[src/rtl/util_upack2_timestamp_pkg.sv]
// Shared types and widths for the DAC-side timestamp release block.
// The state enum is shared so the bench and any wrapper can decode state_q if needed.
package util_upack2_timestamp_pkg;

  localparam int TS_WIDTH  = 64;
  localparam int CNT_WIDTH = 32;

  typedef enum logic [2:0] {
    HDR  = 3'd0,
    WAIT = 3'd1,
    PASS = 3'd2,
    DROP = 3'd3,
    BYP  = 3'd4
  } state_e;

endpackage

[src/rtl/util_upack2_timestamp.sv]
// Holds DMA blocks until the DAC timestamp reaches each block's header, then
// releases them with zero added latency; late blocks are dropped and counted.
module util_upack2_timestamp
  import util_upack2_timestamp_pkg::*;
#(
  parameter int DATA_WIDTH = 64
) (
  input  logic                  dac_clk,
  input  logic                  dac_rst,
  input  logic [TS_WIDTH-1:0]   timestamp,
  input  logic [CNT_WIDTH-1:0]  timestamp_every,
  input  logic [DATA_WIDTH-1:0] s_data,
  input  logic                  s_valid,
  output logic                  s_ready,
  output logic [DATA_WIDTH-1:0] m_data,
  output logic                  m_valid,
  input  logic                  m_ready,
  output logic                  underflow,
  output logic                  late,
  output logic [CNT_WIDTH-1:0]  late_count,
  output logic                  waiting
);

  state_e               state_q, state_d;
  logic [TS_WIDTH-1:0]  hdr_ts_q, hdr_ts_d;
  logic [CNT_WIDTH-1:0] words_left_q, words_left_d;
  logic [CNT_WIDTH-1:0] late_count_q, late_count_d;
  logic                 due_q, due_d;
  logic                 late_q, late_d;
  logic                 underflow_q, underflow_d;
  logic                 hs;

  // Datapath steering: PASS and BYP forward the stream combinationally.
  always_comb begin
    s_ready = 1'b0;
    m_valid = 1'b0;
    m_data  = '0;
    case (state_q)
      // A zero block size must not swallow a word on the way to BYP.
      HDR:       s_ready = (timestamp_every != '0);
      PASS, BYP: begin
        m_data  = s_data;
        m_valid = s_valid;
        s_ready = m_ready;
      end
      DROP:      s_ready = 1'b1;
      default:   s_ready = 1'b0;
    endcase
  end

  assign hs = s_valid && s_ready;

  always_comb begin
    state_d      = state_q;
    hdr_ts_d     = hdr_ts_q;
    words_left_d = words_left_q;
    late_count_d = late_count_q;
    due_d        = 1'b0;
    late_d       = 1'b0;
    underflow_d  = 1'b0;
    case (state_q)
      HDR: begin
        if (timestamp_every == '0) begin
          state_d = BYP;
        end else if (hs) begin
          hdr_ts_d     = s_data[TS_WIDTH-1:0];
          words_left_d = timestamp_every;
          if (s_data[TS_WIDTH-1:0] < timestamp) begin
            late_d = 1'b1;
            if (late_count_q != '1) late_count_d = late_count_q + 1'b1;
            state_d = DROP;
          end else begin
            state_d = WAIT;
          end
        end
      end
      WAIT: begin
        if (due_q) state_d = PASS;
        else       due_d   = (timestamp >= hdr_ts_q);
      end
      PASS: begin
        underflow_d = m_ready && !s_valid;
        if (hs) begin
          words_left_d = words_left_q - 1'b1;
          if (words_left_q == 32'd1) state_d = HDR;
        end
      end
      DROP: begin
        if (hs) begin
          words_left_d = words_left_q - 1'b1;
          if (words_left_q == 32'd1) state_d = HDR;
        end
      end
      BYP: begin
        // Leave only between words so no beat is split across modes.
        if ((timestamp_every != '0) && !hs) state_d = HDR;
      end
      default: state_d = HDR;
    endcase
  end

  always_ff @(posedge dac_clk) begin
    if (dac_rst) begin
      state_q      <= HDR;
      hdr_ts_q     <= '0;
      words_left_q <= '0;
      late_count_q <= '0;
      due_q        <= 1'b0;
      late_q       <= 1'b0;
      underflow_q  <= 1'b0;
    end else begin
      state_q      <= state_d;
      hdr_ts_q     <= hdr_ts_d;
      words_left_q <= words_left_d;
      late_count_q <= late_count_d;
      due_q        <= due_d;
      late_q       <= late_d;
      underflow_q  <= underflow_d;
    end
  end

  assign underflow  = underflow_q;
  assign late       = late_q;
  assign late_count = late_count_q;
  assign waiting    = (state_q == WAIT);

endmodule

[config.mk]
export PLATFORM = sky130hd
export DESIGN_NAME = util_upack2_timestamp
export DESIGN_NICKNAME = d
export VERILOG_FILES = /design/src/rtl/util_upack2_timestamp_pkg.sv /design/src/rtl/util_upack2_timestamp.sv
export SDC_FILE = /design/constraint.sdc
export NUM_CORES = 1
export LEC_CHECK = 0
export CAP_MARGIN = 20
export CORE_ASPECT_RATIO = 1.2
export CORE_MARGIN = 10
export CORE_UTILIZATION = 30
export CTS_CLUSTER_DIAMETER = 50
export DETAILED_ROUTE_END_ITERATION = 12
export DONT_BUFFER_PORTS = 1
export PLACE_DENSITY = 0.42
export SLEW_MARGIN = 20
export SYNTH_ARGS = -nofsm -noshare
export SYNTH_HDL_FRONTEND = slang
export SYNTH_SLANG_ARGS = --single-unit
[constraint.sdc]
create_clock -name dac_clk -period 2.63 [get_ports dac_clk]
set_input_delay 0.263 -clock dac_clk [delete_from_list [all_inputs] [get_ports dac_clk]]
set_output_delay 0.263 -clock dac_clk [all_outputs]
set_load 0.02 [all_outputs]
---- Word level (Yosys, flattened, before mapping) ----
Index checks and enable logic that the tools add are counted.
W data, S select, Z words.
storage, ports and cells
  word-level logic and storage cells ...... 63
  flip-flop bits (word level) ............. 134
  output and inout port bits .............. 101
cells by class
  mux-type cells .......................... 16
  equal/unequal tests ..................... 13
  add/subtract/negate cells ............... 2
  $lt $le $gt $ge ......................... 2
  bitwise gates (word level) .............. 5
  reduce and logical (&&, ||, !) cells .... 18
operators by type and width
  cell                     count
  $mux W32                 3
  $ge A64 B64 Y1           1
  $lt A64 B64 Y1           1
  $mux W64                 1
  $pmux W32 S2             1
  $add A32 B1 Y32 const B  1
  $eq A32 B1 Y1 const B    1
  $logic_not A32 Y1        1
  $ne A32 B32 Y1 const B   1
  $reduce_bool A32 Y1      1
  $sub A32 B1 Y32 const B  1
  $mux W3                  6
  $pmux W3 S4              1
  $reduce_and A5 Y1        2
  $eq A3 B2 Y1 const B     2
  $ne A2 B1 Y1 const B     3
  $ne A2 B2 Y1 const B     3
  $reduce_or A2 Y1         3
  $not A1 Y1               5
  $reduce_and A4 Y1        1
  $reduce_or A4 Y1         1
  $eq A3 B1 Y1 const B     1
  $eq A3 B3 Y1 const B     1
  $logic_and A1 B1 Y1      3
  other kinds (9)          11

---- Longest topological paths before layout ----
Gate-level depths: netlist of run 1.
  depth after elaboration ................. 8
  mapped depth ............................ 13
  depth with buffers taken out ............ 11

---- Worst setup path after synthesis of run 1 ----
OpenSTA, ideal clock, no wires.
  kind .................................... input port to flip-flop
  start point ............................. input port timestamp[5]
  end point ............................... register late_count_q[22] (netlist: late_count[22])
  arrival ................................. 2.286 ns
  stages on the path ...................... 11
  setup slack ............................. 0.274 ns
  library setup time ...................... 0.070 ns
  path through ............................ inv_1 ha_1 a21oi_1 nor2_1 a211oi_2 a211oi_1 o311ai_2 nand3_4 buf_6 or4_1 a21oi_1
on the way
  longest elaborated chain between the ends .. 2
RTL lines
  what                         RTL line                      RTL
  start: declaration           util_upack2_timestamp.sv:10   input logic [TS_WIDTH-1:0] timestamp,
  $lt A64 B64 Y1               util_upack2_timestamp.sv:68   if (s_data[TS_WIDTH-1:0] < timestamp) begin
  $reduce_and A5 Y1 (no line)  n/a
  end signal: assignment       util_upack2_timestamp.sv:115  late_count_q <= late_count_d;
  end: declaration             util_upack2_timestamp.sv:27   logic [CNT_WIDTH-1:0] late_count_q, late_count_d;
No other way between the ends.
A chain may end at the register's enable or synchronous reset.

---- Worst setup path in the final report of run 1 ----
  start point ............................. register hdr_ts_q[5]
  end point ............................... register due_q
on the way
  longest elaborated chain between the ends .. 1
RTL lines
  what                      RTL line                      RTL
  start: declaration        util_upack2_timestamp.sv:25   logic [TS_WIDTH-1:0] hdr_ts_q, hdr_ts_d;
  start signal: assignment  util_upack2_timestamp.sv:113  hdr_ts_q <= hdr_ts_d;
  $ge A64 B64 Y1            util_upack2_timestamp.sv:79   else due_d = (timestamp >= hdr_ts_q);
  end signal: assignment    util_upack2_timestamp.sv:116  due_q <= due_d;
  end: declaration          util_upack2_timestamp.sv:28   logic due_q, due_d;
No other way between the ends.

==> summary.md, run 1 <==
| Metric | Value |
|---|---|
| Synth-to-Final Area Change | `21.1%` |
| Total wire length | `34100 um` |
| Crit Path Category | `flop to flop` |
| Initial Utilization | `0.305` |
| CP cell instances | `inv_1 > ha_1 > a21o_1 > a21o_1 > a21oi_1 > o31ai_1 > buf_4 > a31oi_1 > o21ai_2 > a31oi_1 > buf_4 > o31a_1 > o31ai_2` |
| Worst R2R Setup Slack | `roughly 190 ps` |
| Post-route setup slack | `~190 ps` |
| Power Dens Cells | `605 nW/um2` |
| CTS Buf Count | `17` |
| Cell count after synthesis | `1330` |
| Vias per cell | `5.09` |
| Pleak | `4.91 nW` |
| Max_cap viols | `0` |
| Initial antenna violation count | `0` |
| Fmax | `409 MHz` |
| DRT iter0 DRCs | `between 300 and 400` |
| Cell with the most instances after synthesis | `nand2_1` |
| Die Wd | `around 190 um` |
| Overall routing resource usage | `0.167` |
| Pins Over Slew Limit | `0` |
| Cell family with most CP delay | `compound AO/OA/AOI/OAI gates` |
| Crit path launch | `hdr_ts_q[5]` |
| Status | `complete, no violations` |
| Tcrit/Tclk final | `0.929` |
| Via count | `9334` |
| Max stage delay cell, worst path | `dfxtp_1` |
| Crit path required time | `roughly 2900 ps` |
| Crit path max fanout | `2` |
| Mean Syn Cell Area | `between 7 and 8 um2` |
| Core Area | `roughly 32000 um2` |
| Largest net degree at the start of global routing | `between 100 and 150` |
| Min-delay src | `dac_rst` |
| Post-synth EDFFs | `0` |
| Wire per inst | `~19 um` |
| Top-Level Pins | `~270` |
| Fin nets | `around 1700` |
| Worst setup EP type | `flop` |
| CTS tree | `done` |
| First-pass GRT wire length | `approximately 53000 um` |
| Netlist Area Pre-Place | `between 9000 and 10000 um2` |
| Clock skew | `roughly 11 ps` |
| Critical Path AT | `approximately 2800 ps` |
| Top_reg_cell synth | `dfxtp_1` |
| Final Hold Viols | `0` |
| First-pass DRT Iterations | `4` |
| Synth unique cells | `68` |
| Clock transition at path regs | `about 60 ps` |
| Placed insts | `about 1700` |
| Seq/Total Area, Yosys | `0.272` |
| Hold depth | `2` |
| Synth area leader | `dfxtp_1` |
| Pre-CTS setup slack | `-355 ps` |
| # H-tree levels | `4` |
| Synth async-reset ratio | `0` |
| CP max stage delay | `around 330 ps` |
| Worst hold path class | `input pin to flop` |
| RSZ-0062 raised after global routing | `false` |
| Crit. path cell count | `13` |
| Port Buffers | `0` |
| HPWL Detailed | `around 25000 um` |
| Flops & latches, synth | `between 100 and 150` |
| N_diodes | `0` |
| Worst setup SP type | `flop` |
| Die extent in y | `between 200 and 250 um` |
| Maximum vdd drop | `approximately 0.45 mV` |
| Least-Margin Pin Slew | `975 ps` |
| Share of cells above drive strength 1 | `0.0974` |
| Reg2reg start | `hdr_ts_q[5]` |
| Antenna Nets Post-Route | `0` |
| Cell count of the worst reg-to-reg path | `13` |
| Max clock buf depth | `2` |
| Final std cells w/o fill | `roughly 1800` |
| Post-route DRC | `0` |
| Clk_lat worst skew | `440 ps` |
| Synthesized Nets | `1624` |
| Endpoints failing setup | `0` |
| Max-Slew Margin vs Limit | `0.343` |
| Row count | `72` |
| Worst path bufs/invs | `3` |
| Clock root buffer | `clkbuf_16` |
| Post-CTS Setup Inserts | `0` |
| Synth area leaders | `dfxtp_1, ha_1, nand2_1` |
| Die area | `between 40000 and 50000 um2` |
| # clock sinks | `about 130` |
| Grt total ovfl | `0` |
| Top cell type's share of synthesized area | `0.272` |
| Top cells by count, synth | `nand2_1, a21oi_1, inv_1` |
| Ys Warns | `0` |
| Fin crit period | `around 2400 ps` |
| Vias in the first global route | `approximately 9400` |
| Placer's final routability congestion estimate | `around 0.77` |
[worst reg2reg max path, delay by kind of cell (launching register included)]
family / cells / cell delay [ps]
compound gates: 9 / 1350
buf+inv: 3 / 350
flops: 1 / 330
fa+ha+maj: 1 / 290
[placed cells by master, fill, tap and decap left out, drive strengths merged, types with 5 or more instances in the layout]
cell type / netlist / layout
nand4: 34 / 34
nor2b: 17 / 17
a31oi: 6 / 6
a221oi: 7 / 7
dlygate4sd3: 0 / 68
dfxtp: 134 / 134
a21o: 12 / 12
nor3: 34 / 34
nand3: 38 / 38
nor4: 22 / 22
nand2b: 7 / 7
clkbuf: 51 / 18
and4: 5 / 5
a22oi: 8 / 8
o31ai: 8 / 8
or4: 6 / 6
nand2: 203 / 203
xnor2: 10 / 10
and3: 10 / 10
inv: 140 / 144
and2: 70 / 70
a21oi: 142 / 142
a211oi: 21 / 21
ha: 130 / 130
nor2: 89 / 89
xor2: 5 / 5
o21ai: 62 / 62
mux2: 10 / 10
clkinv: 0 / 6
buf: 13 / 61
[metrics by stage]
| stage | TNS, ps | hold slack, ps | util | power [mW] | instance area (um2) |
|---|---|---|---|---|---|
| after global routing | 0 | 47.0 | 0.369 | 7.75 | 11900 |
| after floorplan | 0 | 340 | - | 4.07 | 9870 |
| after global placement | -3770 | 354 | 0.328 | 4.61 | 10600 |
| after CTS | 0 | 7.16 | 0.369 | 7.37 | 11900 |
| final | 0 | 43.5 | 0.369 | 7.23 | 11900 |
| after detailed placement | -7010 | 362 | 0.328 | 4.62 | 10600 |
[state kept, by name, indices dropped and copies added, names as in the netlist]
register	flops
due_q	1
late_count	32
words_left_q	32
hdr_ts_q	64
state_q	3
late	1
underflow	1
[power by group]
group	switching [mW]	total [mW]	leakage (nW)	internal [mW]
registers	0.152	2.38	1.09	2.22
clock network	1.04	2.54	0.295	1.50
logic	1.45	2.31	3.52	0.862
[layer usage]
metal,wire length [um],up-vias,track usage
li1,-,4764,-
met1,14400,4366,0.194
met2,16900,181,0.291
met3,2220,23,0.0466
met4,551,0,0.0511
met5,0,-,0
[repair_timing]
action                                 CTS  global route
hold buffers                            69             0
setup endpoints to repair                1             3
endpoints found under the hold margin  123             0
gates resized for setup                  1             6
pin swaps                                0             0
[final timing paths]
path	to
min reg2reg	hdr_ts_q[43]
max	due_q
max reg2reg	due_q
min	late_count[28]
[logic make-up (layout without fill, tap and decap cells)]
| kind of cell | Yosys count | in the layout | share of synthesized area |
|---|---|---|---|
| flops | 134 | 134 | 0.272 |
| fa+ha+maj | 130 | 130 | 0.165 |
| buf+inv | 204 | 301 | 0.0804 |
| xor+xnor | 15 | 15 | 0.0133 |
| simple gates | 544 | 544 | 0.279 |
| mux | 11 | 11 | 0.0124 |
| compound gates | 292 | 292 | 0.178 |
[final cells by class]
class	count	area, um2
tap	407	509
inverter	140	526
clock buffer	18	429
timing repair buffer	129	1180
fill	3458	20400
clock inverter	14	174
sequential	134	2680
multi-input combinational	992	6440
No activity file was read; power rests on OpenSTA's default activity.
==> run 2, diff against run 1 <==
Settings changed: PLACE_DENSITY 0.42 to 0.43.
Clock period 2.63 ns to 2.15 ns, I/O delays scaled along.
==> run 2 against run 1 <==
  * The flow now finishes with violations (hold timing, setup timing)
  * Critical path depth shrank 3
  * Clock skew barely moved
  * Non-clock buffer count is 28 higher
  * Critical path type unchanged
  * Critical endpoint is now words_left_q[23]
  * Largest cell class unchanged
==> summary.md, run 2 (same netlist as run 1, synthesis figures left out) <==
| Metric | Value |
|---|---|
| Status | `complete, but fails checks` |
| Failing checks | `hold timing, setup timing` |
| Initial antenna violation count | `0 (unchanged)` |
| Worst hold path class | `input pin to flop` |
| Hold_ws | `-147 ps (-190 ps)` |
| Power Dens Cells | `725 nW/um2 (+20%)` |
| Filler Cell Count | `3372 (-2.5%)` |
| Worst R2R Setup Slack | `-30 ps (-220 ps)` |
| Row count | `72 (unchanged)` |
| Initial Utilization | `0.305 (unchanged)` |
| Cell count of the worst reg-to-reg path | `10 (-3)` |
| RSZ-0062 raised after global routing | `true` |
| Switch share | `0.354 (-0.0111)` |
| Placer's final routability congestion estimate | `0.820 (+6.2%)` |
| Min-delay src | `dac_rst` |
| Clock skew | `11.4 ps (+0.394 ps)` |
| Critical Path AT | `2550 ps (-200 ps)` |
| Clock transition at path regs | `60 ps (about the same)` |
| Crit Path Category | `flop to flop` |
| Setup TNS Final | `-117 ps (-117 ps)` |
| Max_cap viols | `0 (unchanged)` |
| Clock network fraction of design power | `0.326 (-0.025)` |
| Final std cells w/o fill | `1861 (+1.5%)` |
| Pleak | `5.29 nW (+7.7%)` |
| Crit path required time | `2520 ps (-420 ps)` |
| Port Buffers | `0 (unchanged)` |
| Gate power share | `0.370 (+0.050)` |
| Reg2reg start | `words_left_q[16]` |
| # clock sinks | `134 (unchanged)` |
| Tcrit/Tclk final | `1.02 (+0.0864)` |
| Vias in the first global route | `9580 (+1.4%)` |
| Crit path max fanout | `8 (+6)` |
| Wire per inst | `18.6 um (about the same)` |
| Worst setup EP type | `flop` |
| First-pass DRT Iterations | `4 (unchanged)` |
| Share of cells above drive strength 1 | `0.255 (+0.158)` |
| Grt total ovfl | `0 (unchanged)` |
| Total Power | `9.47 mW (+31%)` |
| Largest Register | `hdr_ts_q` |
| Post-route DRC | `0 (unchanged)` |
| CTS Buf Count | `17 (unchanged)` |
| Worst setup SP type | `flop` |
| N_diodes | `0 (unchanged)` |
| First-pass GRT wire length | `52800 um (-0.49%)` |
| Vias per cell | `5.12 (+0.69%)` |
| Total wire length | `34600 um (+1.5%)` |
| Reg power frac | `0.304 (-0.025)` |
| Via count | `9537 (+2.2%)` |
| Clock root buffer | `clkbuf_16` |
| Least-Margin Pin Slew | `481 ps (-494 ps)` |
| HPWL Detailed | `26000 um (+3.3%)` |
| Die area | `40600 um2 (unchanged)` |
| Antenna Nets Post-Route | `0 (unchanged)` |
| Max clock buf depth | `2 (unchanged)` |
| Final Hold Viols | `110 (+110)` |
| Core Area | `32300 um2 (unchanged)` |
| Leading cell types in the layout, fill and taps excluded | `nand2_1, a21oi_1, inv_1` |
| Hold depth | `1 (-1)` |
| Int Power | `6.11 mW (+33%)` |
| Top-Level Pins | `265 (unchanged)` |
| Commonest non-fill, non-tap cell in the layout | `nand2_1` |
| Maximum vdd drop | `0.422 mV (-5.2%)` |
| Worst reg2reg endpoint | `words_left_q[23]` |
| Synth-to-Final Area Change | `32.4%` |
| Placed insts | `1799 (+3.8%)` |
| Die extent in y | `219 um (unchanged)` |
| Largest net degree at the start of global routing | `145 (+18%)` |
| DRT iter0 DRCs | `396 (+27%)` |
| Net Sw Power | `3.36 mW (+27%)` |
| Fin crit period | `2180 ps (-260 ps)` |
| # H-tree levels | `4 (unchanged)` |
| Seq. cell area | `2710 um2 (+0.84%)` |
| Fin nets | `1736 (+1.6%)` |
| Clk_lat worst skew | `440 ps (about the same)` |
| CTS tree | `done` |
| Footprint of the multi-input gates | `7280 um2 (+13%)` |
| Max-Slew Margin vs Limit | `0.677 (+0.333)` |
| Post-route setup slack | `-32.3 ps (-220 ps)` |
| Pins Over Slew Limit | `0 (unchanged)` |
| Worst hold endpoint | `words_left_q[25]` |
| Endpoints failing setup | `5 (+5)` |
| Max FFs per register | `64 (unchanged)` |
| Overall routing resource usage | `0.165 (-0.00159)` |
| Die Wd | `186 um (unchanged)` |
| Fmax | `458 MHz (+12%)` |
==> run 2: changes by cell type in the layout (fill, tap and decap cells not counted), sizes merged <==
cell | before | now
buf | 61 | 141
bufbuf | 0 | 1
clkbuf | 18 | 20
clkinv | 6 | 3
clkinvlp | 1 | 6
dlygate4sd3 | 68 | 14
inv | 144 | 140
==> run 2: repair_timing <==
item | 4_1_cts | 5_1_grt
cloned | 1 | 1
hold buffers | 11 | 3
buffers inserted | 7 | 8
resized for setup | 50 | 145
endpoints found under the setup margin | 82 | 71
pin swaps | 18 | 75
endpoints found under the hold margin | 123 | 113
==> run 2: stage by stage <==
| step | setup WS (ps) | utilization | area, um2 |
|---|---|---|---|
| after CTS | -147 | 0.379 | 12300 |
| after floorplan | 1.21 | - | 9980 |
| after global routing | -138 | 0.404 | 13100 |
| after detailed placement | -608 | 0.349 | 11300 |
| final | -32.3 | 0.404 | 13100 |
| after global placement | -605 | 0.349 | 11300 |
==> run 2: how the worst max path moves through the flow <==
stage | from | slack [ps] | end | depth (start not counted)
3_3_place_gp | timestamp[57] | -610 | late_count[5] | 11
5_1_grt | words_left_q[16] | -140 | words_left_q[26] | 9
2_1_floorplan | late_count[8] | 1 | late_count[23] | 8
3_5_place_dp | timestamp[57] | -610 | late_count[5] | 11
4_1_cts | hdr_ts_q[0] | -150 | due_q | 10
6_report | words_left_q[16] | -30 | words_left_q[23] | 10
==> run 2: per-layer routing <==
| layer | wire [um] | part of all wire | track usage | vias up |
|---|---|---|---|---|
| li1 | - | - | - | 4805 |
| met3 | 2320 | 0.067 | 0.0498 | 32 |
| met2 | 16800 | 0.49 | 0.285 | 209 |
| met1 | 14700 | 0.43 | 0.191 | 4491 |
| met5 | 0 | 0 | 0 | - |
| met4 | 714 | 0.021 | 0.0525 | 0 |
==> run 2: power groups by stage <==
stage / combinational (mW) / clock [mW] / sequential [mW]
after global placement: 3.06 / 0 / 2.91
after global routing: 3.90 / 3.30 / 2.91
after detailed placement: 3.08 / 0 / 2.92
final: 3.50 / 3.09 / 2.88
after floorplan: 2.08 / 0 / 2.91
after CTS: 3.29 / 3.20 / 2.87
==> run 2: worst max-delay path: stages (launching register included) <==
cell	delay, ps
dfxtp_2	320
or4_4	530
or2_4	260
nor4_4	130
buf_4	180
nand3_4	140
buf_4	170
buf_6	100
o21ai_2	110
a22oi_2	90
nor2_1	100
==> run 2: layout make-up <==
| cell class | count | share of cell area |
|---|---|---|
| sequential | 134 | 0.207 |
| tap | 407 | 0.0390 |
| timing repair buffer | 157 | 0.108 |
| clock inverter | 12 | 0.0118 |
| inverter | 140 | 0.0419 |
| multi-input combinational | 992 | 0.558 |
| clock buffer | 19 | 0.0347 |
==> run 3, diff against run 2 <==
Settings changed: SKIP_LAST_GASP set to 1, TNS_END_PERCENT set to 5.
==> run 3 against run 2 <==
  * The flow still finishes with violations (hold timing, setup timing)
  * Non-clock buffer count is the same
  * Combinational power shrank 9.1%
  * Count of clock-buffer cells in the layout decreased by 2
  * Setup slack got worse by 65 ps
  * Die area unchanged
  * Global-route usage hardly changed
  * Flip-flop and latch count unchanged
==> summary.md, run 3 (same netlist as run 1, synthesis figures left out) <==
| Metric | Value |
|---|---|
| CP max stage delay | `320 ps (-210 ps)` |
| N_diodes | `0 (unchanged)` |
| Failing checks | `hold timing, setup timing` |
| Hold_ws | `-142 ps (+4.30 ps)` |
| Seq. cell area | `2700 um2 (-0.37%)` |
| Clock root buffer | `clkbuf_16` |
| Die extent in y | `219 um (unchanged)` |
| Total wire length | `34300 um (-0.86%)` |
| Max stage delay cell, worst path | `dfxtp_2` |
| Placed insts | `1803 (+0.22%)` |
| Clock transition at path regs | `70 ps (about the same)` |
| Fin crit period | `2250 ps (+65.5 ps)` |
| Clock skew | `9.94 ps (-1.51 ps)` |
| Footprint of the multi-input gates | `6650 um2 (-8.7%)` |
| Worst hold path class | `input pin to flop` |
| Maximum vdd drop | `0.481 mV (+14%)` |
| Post-route setup slack | `-97.8 ps (-65.5 ps)` |
| CTS Buf Count | `17 (unchanged)` |
| Vias per cell | `5.07 (-1.1%)` |
| Die area | `40600 um2 (unchanged)` |
| Share of cells above drive strength 1 | `0.170 (-0.0847)` |
| Worst setup EP type | `flop` |
| Leading cell types in the layout, fill and taps excluded | `nand2_1, a21oi_1, inv_1` |
| Final std cells w/o fill | `1862 (+0.054%)` |
| Initial antenna violation count | `0 (unchanged)` |
| CP cell instances | `ha_1 > nand2b_4 > a21o_1 > a211oi_2 > o31ai_4 > a31oi_1 > o21ai_2 > a31oi_2 > o31a_1 > o31ai_2` |
| Max-Slew Margin vs Limit | `0.582 (-0.0942)` |
| Commonest non-fill, non-tap cell in the layout | `nand2_1` |
| Wire per inst | `18.4 um (-0.91%)` |
| Crit Path Category | `flop to flop` |
| Synth-to-Final Area Change | `25.1%` |
| Pleak | `5.13 nW (-3.1%)` |
| Post-route DRC | `0 (unchanged)` |
| Final Hold Viols | `69 (-37%)` |
| Placer's final routability congestion estimate | `0.817 (-0.38%)` |
| Tcrit/Tclk final | `1.05 (+0.0305)` |
| Area after DPL | `11300 um2 (+0.11%)` |
| # H-tree levels | `4 (unchanged)` |
| Worst R2R Setup Slack | `-100 ps (-70 ps)` |
| Pins Over Slew Limit | `0 (unchanged)` |
| First-pass DRT Iterations | `4 (unchanged)` |
| HPWL Detailed | `26300 um (+1.1%)` |
| Core Area | `32300 um2 (unchanged)` |
| Max clock buf depth | `2 (unchanged)` |
| Crit path required time | `2470 ps (-50 ps)` |
| Filler Cell Count | `3417 (+1.3%)` |
| Least-Margin Pin Slew | `625 ps (+144 ps)` |
| Endpoints failing setup | `13 (+8)` |
| Initial Utilization | `0.305 (unchanged)` |
| First-pass GRT wire length | `52200 um (-1.1%)` |
| Fmax | `445 MHz (-2.9%)` |
| Max_cap viols | `0 (unchanged)` |
| Total Power | `9.16 mW (-3.2%)` |
| Largest net degree at the start of global routing | `145 (unchanged)` |
| Antenna Nets Post-Route | `0 (unchanged)` |
| Port Buffers | `0 (unchanged)` |
| Setup TNS Final | `-571 ps (-454 ps)` |
| Top-Level Pins | `265 (unchanged)` |
| Largest Register | `hdr_ts_q` |
| Max FFs per register | `64 (unchanged)` |
| Status | `complete, but fails checks` |
| Clk_lat worst skew | `440 ps (about the same)` |
| Crit path max fanout | `2 (-6)` |
| Grt total ovfl | `0 (unchanged)` |
| # clock sinks | `134 (unchanged)` |
| Util after Layout | `0.382 (-0.0223)` |
| Pre-CTS setup slack | `-618 ps (-9.94 ps)` |
| Fin nets | `1736 (unchanged)` |
| CTS tree | `done` |
| RSZ-0062 raised after global routing | `true` |
| Critical Path AT | `2570 ps (+20 ps)` |
| Fin area | `12300 um2 (-5.5%)` |
| DRT iter0 DRCs | `423 (+6.8%)` |
| Vias in the first global route | `9384 (-2.0%)` |
| Power Dens Cells | `742 nW/um2 (+2.4%)` |
| Row count | `72 (unchanged)` |
| Via count | `9433 (-1.1%)` |
| Die Wd | `186 um (unchanged)` |
| Overall routing resource usage | `0.165 (-0.000277)` |
| Worst setup SP type | `flop` |
## run 3: final timing paths
check | from | end | cells past startpoint
setup reg to reg | hdr_ts_q[0] | due_q | 10
hold reg to reg | words_left_q[1] | words_left_q[1] | 2
setup / recovery | hdr_ts_q[0] | due_q | 10
hold / removal | dac_rst | words_left_q[20] | 1
## run 3: critical path, delay by kind of cell (launching register included)
family	cells	cell delay [ps]
DFF	1	320
and+or+nand+nor	1	140
adders and majority gates	1	260
AOI/OAI and AO/OA	8	1400
## run 3: layout make-up
| type | count | area share |
|---|---|---|
| clock inverters | 15 | 0.0147 |
| multi-input cells | 992 | 0.539 |
| repair buffers | 157 | 0.110 |
| well taps | 407 | 0.0413 |
| clock buffers | 17 | 0.0345 |
| flip-flops and latches | 134 | 0.218 |
| inverters | 140 | 0.0426 |
## run 3: timing repair
item | in CTS | in global routing
hold buffers | 8 | 17
setup buffers | 1 | 1
pin swaps | 11 | 11
endpoints found under the setup margin | 46 | 110
hold endpoints to repair | 128 | 121
resized for setup | 21 | 15
## run 3: metal layers
layer	global-route usage	up-vias	part of all wire
li1	-	4813	-
met1	0.180	4373	0.40
met2	0.298	219	0.51
met3	0.0536	28	0.072
met4	0.0484	0	0.015
met5	0	-	0
## run 3: where the power goes
group | internal [mW] | total [mW] | switching [mW]
Combinational | 1.32 | 3.18 | 1.86
Sequential | 2.72 | 2.88 | 0.156
Clock | 1.83 | 3.11 | 1.28
Total | 5.87 | 9.16 | 3.29
